### src/rtl/clk2_word_sink_if.sv
// Handshake bundle for clk2_word_sink: upstream word strobe/backpressure and downstream byte stream.
// master = the side that produces words and consumes bytes; slave = the sink itself.
interface clk2_word_sink_if;
  logic        dvalid;
  logic [31:0] din_word;
  logic        dbusy;
  logic        out_ready;
  logic        out_valid;
  logic [7:0]  out_data;
  logic        out_last;

  modport master (
    output dvalid, din_word, out_ready,
    input  dbusy, out_valid, out_data, out_last
  );

  modport slave (
    input  dvalid, din_word, out_ready,
    output dbusy, out_valid, out_data, out_last
  );
endinterface

### src/rtl/clk2_word_sink.sv
// Destination-side word FIFO plus MSB-first byte serializer with sticky overflow.
// Define SINK_CHECKSUM_EN to append an XOR checksum byte to every frame.
module clk2_word_sink #(
  parameter int DEPTH = 4
) (
  input  logic              dclk,
  input  logic              rst_n,
  clk2_word_sink_if.slave   bus,
  output logic              overflow
);

  localparam int AW = $clog2(DEPTH);
  localparam int CW = AW + 1;
`ifdef SINK_CHECKSUM_EN
  localparam logic [2:0] LAST_IDX = 3'd4;
`else
  localparam logic [2:0] LAST_IDX = 3'd3;
`endif

  typedef enum logic [1:0] {IDLE, LOAD, SEND} state_t;

  state_t        state;
  logic [31:0]   mem [DEPTH];
  logic [AW-1:0] wr_ptr, rd_ptr;
  logic [CW-1:0] count, count_nxt;
  logic [23:0]   sreg;
  logic [2:0]    byte_idx;
  logic          full, push, pop, accept;
`ifdef SINK_CHECKSUM_EN
  logic [7:0]    csum;
`endif

  // NOTE: every always_comb output gets a default first so no path can infer a latch.
  always_comb begin
    full      = (count == CW'(DEPTH));
    pop       = (state == LOAD) && (count != '0);
    push      = bus.dvalid && (!full || pop);
    accept    = (state == SEND) && bus.out_valid && bus.out_ready;
    count_nxt = count;
    if (push && !pop)      count_nxt = count + CW'(1);
    else if (pop && !push) count_nxt = count - CW'(1);
  end

  // NOTE: the word storage has no reset; count and pointers alone decide what is valid.
  always_ff @(posedge dclk) begin
    if (push) mem[wr_ptr] <= bus.din_word;
  end

  // NOTE: sequential state uses non-blocking assignment so every register samples pre-edge values.
  always_ff @(posedge dclk or negedge rst_n) begin
    if (!rst_n) begin
      wr_ptr   <= '0;
      rd_ptr   <= '0;
      count    <= '0;
      bus.dbusy <= 1'b0;
      overflow <= 1'b0;
    end else begin
      if (push) wr_ptr <= wr_ptr + AW'(1);
      if (pop)  rd_ptr <= rd_ptr + AW'(1);
      count     <= count_nxt;
      // Two words of slack cover strobes already in flight upstream.
      bus.dbusy <= (count_nxt >= CW'(DEPTH - 2));
      if (bus.dvalid && !push) overflow <= 1'b1;
    end
  end

  always_ff @(posedge dclk or negedge rst_n) begin
    if (!rst_n) begin
      state         <= IDLE;
      sreg          <= '0;
      byte_idx      <= '0;
      bus.out_valid <= 1'b0;
      bus.out_data  <= '0;
      bus.out_last  <= 1'b0;
`ifdef SINK_CHECKSUM_EN
      csum          <= '0;
`endif
    end else begin
      case (state)
        IDLE: begin
          // Looking at the post-push count lets a fresh word reach SEND two cycles after its strobe.
          if (count_nxt != '0) state <= LOAD;
        end
        LOAD: begin
          sreg          <= mem[rd_ptr][23:0];
          bus.out_data  <= mem[rd_ptr][31:24];
          bus.out_last  <= 1'b0;
          bus.out_valid <= 1'b1;
          byte_idx      <= '0;
`ifdef SINK_CHECKSUM_EN
          csum <= mem[rd_ptr][31:24] ^ mem[rd_ptr][23:16] ^ mem[rd_ptr][15:8] ^ mem[rd_ptr][7:0];
`endif
          state <= SEND;
        end
        SEND: begin
          if (accept) begin
            if (byte_idx == LAST_IDX) begin
              bus.out_valid <= 1'b0;
              bus.out_data  <= '0;
              bus.out_last  <= 1'b0;
              state         <= (count_nxt != '0) ? LOAD : IDLE;
            end else begin
              byte_idx     <= byte_idx + 3'd1;
              sreg         <= {sreg[15:0], 8'h00};
              bus.out_last <= ((byte_idx + 3'd1) == LAST_IDX);
`ifdef SINK_CHECKSUM_EN
              bus.out_data <= (byte_idx == 3'd3) ? csum : sreg[23:16];
`else
              bus.out_data <= sreg[23:16];
`endif
            end
          end
        end
        default: state <= IDLE;
      endcase
    end
  end

endmodule

### src/flat_wrapper.sv
// flat-port wrapper written by rule: the top's interface ports become plain ports
module clk2_word_sink_flat 
#(
  parameter int DEPTH = 4
)
  (dclk, rst_n, overflow, bus_dvalid, bus_din_word, bus_out_ready, bus_dbusy, bus_out_valid, bus_out_data, bus_out_last);
  clk2_word_sink_if bus_i ();
  input  logic dclk;
  input  logic rst_n;
  output logic overflow;
  input wire logic [$bits(bus_i.dvalid)-1:0] bus_dvalid;
  input wire logic [$bits(bus_i.din_word)-1:0] bus_din_word;
  input wire logic [$bits(bus_i.out_ready)-1:0] bus_out_ready;
  output wire logic [$bits(bus_i.dbusy)-1:0] bus_dbusy;
  output wire logic [$bits(bus_i.out_valid)-1:0] bus_out_valid;
  output wire logic [$bits(bus_i.out_data)-1:0] bus_out_data;
  output wire logic [$bits(bus_i.out_last)-1:0] bus_out_last;
  assign bus_i.dvalid = bus_dvalid;
  assign bus_i.din_word = bus_din_word;
  assign bus_i.out_ready = bus_out_ready;
  assign bus_dbusy = bus_i.dbusy;
  assign bus_out_valid = bus_i.out_valid;
  assign bus_out_data = bus_i.out_data;
  assign bus_out_last = bus_i.out_last;
  clk2_word_sink #(.DEPTH(DEPTH)) u_core (.dclk(dclk), .rst_n(rst_n), .bus(bus_i), .overflow(overflow));
endmodule
### config.mk
export PLATFORM = sky130hd
export DESIGN_NAME = clk2_word_sink_flat
export DESIGN_NICKNAME = d
export VERILOG_FILES = /design/src/rtl/clk2_word_sink_if.sv /design/src/rtl/clk2_word_sink.sv /design/src/flat_wrapper.sv
export SDC_FILE = /design/constraint.sdc
export NUM_CORES = 1
export LEC_CHECK = 0
export ABC_CLOCK_PERIOD_IN_PS = 4300
export CAP_MARGIN = 25
export CORE_MARGIN = 5
export CORE_UTILIZATION = 36
export DETAILED_ROUTE_END_ITERATION = 7
export PLACE_DENSITY = 0.52
export SETUP_SLACK_MARGIN = 0.1
export SLEW_MARGIN = 10
export SYNTH_ARGS = -nofsm -noshare
export SYNTH_HDL_FRONTEND = slang
export SYNTH_SLANG_ARGS = --single-unit
### constraint.sdc
create_clock -name dclk -period 4.3 [get_ports dclk]
set_input_delay 0.43 -clock dclk [delete_from_list [all_inputs] [get_ports dclk]]
set_output_delay 0.43 -clock dclk [all_outputs]
set_load 0.01 [all_outputs]
==> metrics.yaml <==
core-area_um2: 19300
synth-compound-area-share: 0.0468
grt-busiest-layer: "met2"
crit_chain: "inv_1, ha_1, mux2i_1, a32o_1, or4b_4, o31ai_4, mux2_1"
grt_max_degree: 49
crit_buf_inv: 1
clock_latency_ns: 0.43
yosysTopAreaCell: "edfxtp_1"
whs_ns: 0.114
yosys.area_share.simple: 0.0574
ir_worst_vdd_mv: 0.331
post_cts_resized: 0
hp-class: "input port to async pin"
via_per_inst: 4.85
start_util: 0.363
fillers: 1722
max-cap-violations: 0
r2r_start: "u_core.state[1]$_DFFE_PN0P_"
grt_pass1_wl_um: 22100
setup-violations-final: 0
maxSlewViolCount: 0
synth_area_leaders: "edfxtp_1 55%, dfrtp_1 17%, mux4_2 10%, ha_1 2.5%, mux2i_1 2.4%"
drive_gt1_frac: 0.171
synth_top_family_by_area: "multiplexers"
syn_area_um2: 7020
ys_dominant_reg_cell: "edfxtp_1"
path_class: "register to register"
synthCells: 409
place_hpwl_um: 8380
yosysSeqAreaShare: 0.718
grt_setup_unrepaired: "false"
finish.cell_count_without_fillers: 744
route.detailed.drc: 0
timing.critical_path.fanout_max: 14
worst-endpoint-arrival_ns: 2.97
worstReg2RegEnd: "u_core.state[1]$_DFFE_PN0P_"
place_congestion: 0.693
max_freq_mhz: 376
area.sequential_um2: 5050
slowest_stage: "or4b_4"
die_h_um: 150
ant_nets: 0
hold_buffers: 0
synth_warnings: 0
grt_pass1_vias: 3849
fin_crit_ns: 2.66
antenna_found_initial: 0
io-pin-count: 48
reg2reg_slack_ns: 1.64
skew_ns: 0.00950
tightest_slew_ns: 0.913
multiInputGateArea_um2: 1840
grt_use_met2: 0.210
syn2layout_area_growth_pct: 20.0
period_share: 0.619
async_flop_share: 0.273
clkTransAtPathRegs_ns: 0.07
timing.slew.headroom: 0.390
clock_tree.buffer_depth: 2
avgSynthCellArea_um2: 17.2
max_stage_delay_ns: 0.56
synthDistinctLibCells: 44
diodes: 0
clock-sinks: 176
p_leak_nw: 3.12
synth_fa_ha_area_frac: 0.0249
post_cts.repair.setup_buffers: 0
dp_cells: 712
grt-ovfl-total: 0
totalWireLength_um: 13800
startpoint_type: "register"
cts_buffers: 17
met1_usage: 0.182
wl_per_cell_um: 18.6
worstSetupEndpointType: "register"
cts_tree: "done"
gr-usage-all-layers: 0.134
drtIter0Drc: 205
synth_xor_area_frac: 0.00374
use_met3: 0.0379
synth_enable_flop_cells: 128
via_count: 3609
hold_viol_final: 0
cts-root-buf: "clkbuf_16"
ys_ff_latch: 176
die_w_um: 150
ff2ff_path_depth: 7
syn_nets: 459
crit_required_ns: 4.61
rows: 51
synthMuxAreaShare: 0.128
io_buffer_count: 47
dieArea_um2: 22400
htreeDepth: 4
finalPower_mw: 5.92
finalSetupTns_ns: 0
synth_top_area_share: 0.547
dr.pass1.iters: 4
power_density_nw_per_um2: 702
fin_nets: 516
outcome: "completed"
crit_family: "simple AND/OR/NAND/NOR gates"
[report_power, final]
group	internal, mW	switching (mW)
registers	2.31	0.230
logic	0.821	0.965
clock network	0.949	0.648
total	4.08	1.84
[area by class of cell]
class | count | area share
repair buffers | 56 | 0.0632
multi-input cells | 197 | 0.218
flip-flops and latches | 176 | 0.599
clock buffers | 20 | 0.0542
clock inverters | 12 | 0.0189
inverters | 18 | 0.00802
well taps | 265 | 0.0393
[synth_stat cells, types with 2 or more instances]
master and count:
a21oi_1 5, a221oi_1 4, a222oi_1 3, a32o_1 3, and2_1 6, buf_1 3, buf_2 4, clkbuf_1 10
dfrtp_1 48, edfxtp_1 128, ha_1 14, inv_1 17, mux2i_1 17, mux4_2 32, nand2_1 41, nand2b_1 3
nand3_1 14, nor2_1 6, nor2b_1 3, o21ai_0 22, or2_2 2, xnor2_1 2
[how the worst max path moves through the flow]
stage / startpoint / endpoint / slack, ns / cells past startpoint
3_3_place_gp: bus_dvalid / u_core.state[1]$_DFFE_PN0P_ / 1.56 / 6
5_1_grt: u_core.state[1]$_DFFE_PN0P_ / u_core.mem[2][12]$_DFFE_PP_ / 1.49 / 7
2_1_floorplan: u_core.state[1]$_DFFE_PN0P_ / u_core.mem[0][0]$_DFFE_PP_ / 1.95 / 6
3_5_place_dp: bus_dvalid / u_core.state[1]$_DFFE_PN0P_ / 1.52 / 6
6_report: u_core.state[1]$_DFFE_PN0P_ / u_core.state[1]$_DFFE_PN0P_ / 1.64 / 7
4_1_cts: u_core.state[1]$_DFFE_PN0P_ / u_core.state[1]$_DFFE_PN0P_ / 1.64 / 7
[cell families (layout without fill, tap and decap cells)]
group | after synthesis | count (layout)
adders and majority gates | 14 | 14
DFF | 176 | 176
and+or+nand+nor | 83 | 83
buffers and inverters | 36 | 106
xor gates and xnor gates | 3 | 3
AOI/OAI and AO/OA | 47 | 47
muxes | 50 | 50
[per-layer routing]
metal | routed length [um] | share of wire | vias to the layer above
li1 | - | - | 1686
met1 | 6330 | 0.46 | 1843
met2 | 6700 | 0.49 | 70
met3 | 639 | 0.046 | 10
met4 | 151 | 0.011 | 0
met5 | 0 | 0 | -
[flip-flops by register name, summed over array words and instances (netlist names), 2 cells and up]
register and flops:
u_core.mem 128, u_core.wr_ptr 2, u_core.bus.out_data 8, u_core.state 2, u_core.count 3, u_core.sreg 24, u_core.rd_ptr 2, u_core.byte_idx 3
[through the flow]
stage,util,setup WS [ns],cell area (um2)
floorplan,-,1.95,7020
global placement,0.404,1.56,7810
detailed placement,0.404,1.52,7810
CTS,0.436,1.64,8430
global route,0.436,1.49,8430
finish,0.436,1.64,8430
[cell usage in the layout (no fill, tap or decap), types with 14 or more instances in the layout]
master,instances
inv_1,17
clkbuf_16,17
o21ai_0,22
edfxtp_1,128
clkdlybuf4s50_1,46
nand2_1,41
mux4_2,32
ha_1,14
dfrtp_1,47
mux2i_1,17
nand3_1,14
(Power assumes the default switching activity.)
